<file path="src/rtl/hiscore_uploader.sv">
// rtl/hiscore_uploader.sv - HPS upload read server fetching bytes from on-core memory via req/ack.
// Optional feature macro: UPLOAD_PAUSE_EN (halts the game CPU for PAUSE_DLY cycles before serving reads).
module hiscore_uploader #(
  parameter int          ADDR_W    = 10,
  parameter logic [24:0] BASE      = 25'h0,
  parameter int          SIZE      = 1024,
  parameter int          TIMEOUT   = 255,
  parameter int          PAUSE_DLY = 16
) (
  input  logic              clk_49m,
  input  logic              n_reset,
  input  logic              ioctl_upload,
  input  logic              ioctl_rd,
  input  logic [24:0]       ioctl_addr,
  output logic [7:0]        ioctl_din,
  output logic              ioctl_wait,
  output logic              mem_req,
  output logic [ADDR_W-1:0] mem_addr,
  input  logic              mem_ack,
  input  logic [7:0]        mem_data,
  output logic              pause_cpu,
  output logic              err,
  output logic [ADDR_W:0]   byte_count
);

  typedef enum logic [2:0] {IDLE, PAUSE, READY, FETCH, DONE} state_t;

  localparam logic [7:0] TO_MAX = 8'(TIMEOUT);

  state_t            r_state, w_nxt_state;
  logic              r_upload_d;
  logic [7:0]        r_din, w_nxt_din;
  logic              r_wait, w_nxt_wait;
  logic              r_req, w_nxt_req;
  logic [ADDR_W-1:0] r_addr, w_nxt_addr;
  logic              r_err, w_nxt_err;
  logic [7:0]        r_cnt, w_nxt_cnt;
  logic [ADDR_W:0]   r_bc, w_nxt_bc;
  logic [24:0]       w_offset;
  logic              w_in_range;

  // Addresses below BASE wrap to huge offsets and so fall out of range.
  assign w_offset   = ioctl_addr - BASE;
  assign w_in_range = (w_offset < 25'(SIZE));

  always_ff @(posedge clk_49m or negedge n_reset) begin
    if (!n_reset) begin
      r_state    <= IDLE;
      r_upload_d <= 1'b0;
      r_din      <= 8'h00;
      r_wait     <= 1'b0;
      r_req      <= 1'b0;
      r_addr     <= '0;
      r_err      <= 1'b0;
      r_cnt      <= 8'h00;
      r_bc       <= '0;
    end else begin
      r_state    <= w_nxt_state;
      r_upload_d <= ioctl_upload;
      r_din      <= w_nxt_din;
      r_wait     <= w_nxt_wait;
      r_req      <= w_nxt_req;
      r_addr     <= w_nxt_addr;
      r_err      <= w_nxt_err;
      r_cnt      <= w_nxt_cnt;
      r_bc       <= w_nxt_bc;
    end
  end

  always_comb begin
    w_nxt_state = r_state;
    w_nxt_din   = r_din;
    w_nxt_wait  = r_wait;
    w_nxt_req   = r_req;
    w_nxt_addr  = r_addr;
    w_nxt_err   = r_err;
    w_nxt_cnt   = r_cnt;
    w_nxt_bc    = r_bc;
    if (!ioctl_upload) begin
      // Session ended: abandon any fetch, ioctl_din keeps its last byte.
      w_nxt_state = IDLE;
      w_nxt_req   = 1'b0;
      w_nxt_wait  = 1'b0;
    end else begin
      if (ioctl_rd && r_wait) w_nxt_err = 1'b1;
      case (r_state)
        IDLE: begin
          if (!r_upload_d) begin
            w_nxt_bc  = '0;
            w_nxt_err = 1'b0;
            w_nxt_cnt = 8'h00;
`ifdef UPLOAD_PAUSE_EN
            w_nxt_state = PAUSE;
            w_nxt_wait  = 1'b1;
`else
            w_nxt_state = READY;
`endif
          end
        end
`ifdef UPLOAD_PAUSE_EN
        PAUSE: begin
          if (r_cnt == 8'(PAUSE_DLY - 1)) begin
            w_nxt_wait  = 1'b0;
            w_nxt_state = READY;
          end else begin
            w_nxt_cnt = r_cnt + 8'd1;
          end
        end
`endif
        READY: begin
          if (ioctl_rd) begin
            w_nxt_wait = 1'b1;
            if (w_in_range) begin
              w_nxt_addr  = w_offset[ADDR_W-1:0];
              w_nxt_req   = 1'b1;
              w_nxt_cnt   = 8'h00;
              w_nxt_state = FETCH;
            end else begin
              w_nxt_din   = 8'h00;
              w_nxt_state = DONE;
            end
          end
        end
        FETCH: begin
          if (mem_ack) begin
            w_nxt_din   = mem_data;
            w_nxt_req   = 1'b0;
            w_nxt_state = DONE;
          end else if (r_cnt == TO_MAX) begin
            w_nxt_din   = 8'hFF;
            w_nxt_err   = 1'b1;
            w_nxt_req   = 1'b0;
            w_nxt_state = DONE;
          end else begin
            w_nxt_cnt = r_cnt + 8'd1;
          end
        end
        DONE: begin
          w_nxt_wait  = 1'b0;
          if (r_bc != '1) w_nxt_bc = r_bc + 1'b1;
          w_nxt_state = READY;
        end
        default: w_nxt_state = IDLE;
      endcase
    end
  end

`ifdef UPLOAD_PAUSE_EN
  logic r_pause;
  always_ff @(posedge clk_49m or negedge n_reset) begin
    if (!n_reset)                r_pause <= 1'b0;
    else if (!ioctl_upload)      r_pause <= 1'b0;
    else if (r_state == IDLE)    r_pause <= 1'b1;
  end
  assign pause_cpu = r_pause;
`else
  localparam int unused_pause_dly = PAUSE_DLY;
  assign pause_cpu = 1'b0;
`endif

  assign ioctl_din  = r_din;
  assign ioctl_wait = r_wait;
  assign mem_req    = r_req;
  assign mem_addr   = r_addr;
  assign err        = r_err;
  assign byte_count = r_bc;

endmodule

</file>
<file path="config.mk">
export PLATFORM = sky130hd
export DESIGN_NAME = hiscore_uploader
export DESIGN_NICKNAME = d
export VERILOG_FILES = /design/src/rtl/hiscore_uploader.sv
export SDC_FILE = /design/constraint.sdc
export NUM_CORES = 1
export LEC_CHECK = 0
export BUFFER_PORTS_ARGS = -buffer_cell sky130_fd_sc_hd__buf_2
export CAP_MARGIN = 20
export CORE_UTILIZATION = 49
export CTS_BUF_LIST = sky130_fd_sc_hd__clkbuf_2
export DETAILED_ROUTE_END_ITERATION = 6
export HOLD_SLACK_MARGIN = 0.12
export PLACE_DENSITY = 0.77
export SLEW_MARGIN = 40
export SYNTH_ARGS = -nofsm -noshare
export SYNTH_HDL_FRONTEND = slang
export SYNTH_SLANG_ARGS = --single-unit
</file>
<file path="constraint.sdc">
create_clock -name clk_49m -period 5.6 [get_ports clk_49m]
set_input_delay 0.56 -clock clk_49m [delete_from_list [all_inputs] [get_ports clk_49m]]
set_output_delay 0.56 -clock clk_49m [all_outputs]
set_load 0.1 [all_outputs]
</file>
==> impl_metrics.csv <==
group,metric,value,unit
timing,skew,0.03112,ns
cells_and_area,instances_no_fill,339,
yosys,yosys.area_share.xor_xnor,0.02767,
cells_and_area,diodes,0,
place,io_buffers,69,
place,place.gp.congestion,0.8317,
timing,tightest_slew,0.6941,ns
cells_and_area,multi_input_area,0.001033,mm²
detailed_routing,wirelength,4.574,mm
power,p_total,0.0005389,W
clock_network,clk_path_buf_depth,2,
floorplan,coreArea,0.004354,mm²
floorplan,initial_core_util,0.5089,
floorplan,ioPinCount,71,
global_routing,overflow,0,
worst_setup_path,r2r_start,"r_state[0]",
floorplan,fp.dieW,69.25,µm
cells_and_area,n_fill_cell,367,
global_routing,grt_start_max_net_pins,45,
place,dpl_cell_area,0.002604,mm²
yosys,yosys-top-cells-area,"dfrtp_1 50%, mux2_2 9.1%, a21oi_1 3.4%, o21ai_0 2.7%, nor2_1 2.4%",
detailed_routing,vias_per_cell,5.528,
floorplan,rows,24,
worst_setup_path,cp-start-kind,"flop",
yosys,synth_compound_area_frac,0.1395,
yosys,synth_top_area_cell,"dfrtp_1",
detailed_routing,routedWlPerCell,13.49,µm
yosys,synth.distinct_cells,43,
worst_hold_path,hold_start,"ioctl_upload",
cells_and_area,drive_above_1_share,0.3415,
global_routing,grt_pass1_wl,7.741,mm
detailed_routing,dr.pass1.iters,4,
worst_setup_path,cp.arrival,2.86,ns
cells_and_area,register_area,0.001101,mm²
timing,rsz0062_at_grt,"false",
flow_run,maxCapViolCount,0,
timing,finalCritPeriodShare,0.4455,
worst_setup_path,worstSetupPathType,"flop to flop",
detailed_routing,drc_errors,0,
worst_setup_path,reg2reg_slack,3.11,ns
global_routing,grt.total_usage,0.2019,
clock_network,tritoncts.num_buffers,5,
worst_hold_path,min_path_cells,1,
timing,period_needed,2.495,ns
yosys,yosysTopAreaCellShare,0.4969,
worst_setup_path,required,5.97,ns
yosys,netlist_area,0.002216,mm²
worst_setup_path,end_kind,"flop",
yosys,avgSynthCellArea,10.16,µm²
yosys,yosys-top-cells-count,"44 x dfrtp_1, 18 x mux2_2, 15 x a21oi_1, 14 x nor2_1",
yosys,synth_simple_gate_area_share,0.1654,
power,power.density,203.0,mW/mm²
outcome,status,"finished, final reports clean",
timing,slew_headroom,0.5363,
worst_setup_path,rr_endpoint,"r_cnt[3]",
yosys,synth_nets,258,
detailed_routing,vias,1874,
timing,hold-worst-slack,0.2838,ns
yosys,synth_edf_count,0,
floorplan,die_area,0.004795,mm²
worst_setup_path,path_max_fanout,13,
clock_network,cts_tree,"done",
detailed_routing,dr.first_iter.drc_count,138,
global_routing,grt_pass1_vias,1736,
yosys,synth_ff_type,"dfrtp_1",
place,dp_cells,330,
timing,drv_slew,0,
clock_network,cts.sinks,44,
yosys,synth_top_family_by_area,"simple AND/OR/NAND/NOR gates",
yosys,synth-seq-area-share,0.4969,
worst_setup_path,reg2reg_depth,5,
yosys,yosysWarnings,0,
timing,timing.final.hold_violations,0,
cells_and_area,nets,326,
global_routing,grt_antenna_before_repair,0,
timing,finalSetupViolCount,0,
yosys,syn_inst,218,
clock_network,clock_latency,0.43,ns
yosys,muxShareOfSynthArea,0.1141,
worst_hold_path,hp-class,"input pin to flop",
power,vdd_drop_max,0.1419,mV
place,hpwlAfterDp,3.315,mm
clock_network,cts_setup_buffers,0,
yosys,post-synth-top-count-cell,"dfrtp_1",
cells_and_area,finalInstanceArea,0.002655,mm²
detailed_routing,ant_nets,0,
power,leakagePower,1.374,nW
cells_and_area,area_growth_syn_to_layout,19.82,%
clock_network,clock-root-buffer,"clkbuf_2",
clock_network,cts.clk_slew.worst_paths,0.24,ns
timing,max_freq,0.4009,GHz
yosys,ys_ff_latch,44,
clock_network,cts-resized-gates,0,
timing,setup_tns,0,ns
floorplan,fp.dieH,69.25,µm
yosys,yosys.area_share.adder,0.01129,
yosys,async_flop_share,1.000,
clock_network,htree_levels,2,
worst_hold_path,worstHoldEndpoint,"r_upload_d",
critical path, cell delays in order, from the launching register on:
cell and delay (ns):
dfrtp_1 0.58, nand2b_1 0.26, a311o_1 0.51, o21bai_1 0.38, or4_1 0.54, a21oi_1 0.16
cells in the final DEF (no fill, tap or decap), types with 2 or more instances in the layout:
master	n
nand3_1	6
inv_1	13
clkbuf_2	6
a21oi_1	15
nor4_1	3
mux2i_1	5
and2_1	2
o21ai_0	12
o21bai_1	5
xnor2_1	2
xor2_1	5
and4_1	3
ha_1	2
a211oi_1	2
nor3b_1	2
o31ai_1	2
buf_4	2
and3_1	3
dfrtp_1	44
nor2_1	14
nand4_1	6
nand2_1	13
nand2b_1	3
buf_2	68
o41ai_1	2
nor3_1	9
mux2_2	18
logic make-up after synthesis:
| logic type | after synthesis |
|---|---|
| adder cells (fa/ha/maj) | 2 |
| XOR/XNOR | 7 |
| flip-flops | 44 |
| AND/OR/NAND/NOR | 70 |
| other | 1 |
| buffers and inverters | 23 |
| multiplexers | 23 |
| AO/OA/AOI/OAI | 48 |
registers in the layout, indices dropped and copies added, names as in the netlist:
signal      count
mem_addr       10
r_upload_d      1
r_state         3
ioctl_din       8
mem_req         1
r_cnt           8
err             1
ioctl_wait      1
byte_count     11
repair_timing:
item	4_1_cts	5_1_grt
endpoints found under the setup margin	0	0
hold buffers	1	0
hold endpoints to repair	33	0
through the flow:
stage	setup slack (ns)	util
2_1_floorplan	3.120	-
3_3_place_gp	3.164	0.5954
3_5_place_dp	3.067	0.5980
4_1_cts	3.099	0.6098
5_1_grt	2.943	0.6098
6_report	3.105	0.6098
area by class of cell:
class                   instances  area share
clock buffers                   6     0.01131
clock inverters                 2    0.004241
inverters                      13     0.01838
multi-input cells             151      0.3893
flip-flops and latches         44      0.4147
well taps                      52     0.02451
repair buffers                 71      0.1376
layer usage:
layer / GRT usage / part of all wire / vias up
li1: - / - / 915
met1: 0.2718 / 0.45 / 878
met2: 0.3161 / 0.46 / 74
met3: 0.05523 / 0.078 / 7
met4: 0.06803 / 0.014 / 0
met5: 0 / 0 / -
report_power, final:
| group | internal [W] | total, W | leakage [nW] | switching [W] |
|---|---|---|---|---|
| Clock | 0.0000311 | 0.000136 | 0.0266 | 0.000105 |
| Combinational | 0.0000217 | 0.0000760 | 0.738 | 0.0000543 |
| Sequential | 0.000322 | 0.000327 | 0.610 | 0.00000474 |
worst max-delay path by stage:
stage | startpoint | to | slack, ns | cells after the start
6_report | r_state[0] | r_cnt[3] | 3.11 | 5
2_1_floorplan | byte_count[0] | byte_count[6] | 3.12 | 7
3_3_place_gp | mem_ack | r_cnt[3] | 3.16 | 6
3_5_place_dp | mem_ack | r_cnt[3] | 3.07 | 6
5_1_grt | r_state[0] | r_cnt[3] | 2.94 | 5
4_1_cts | r_state[0] | r_cnt[3] | 3.10 | 5
Power figures use the tool's default switching activity.
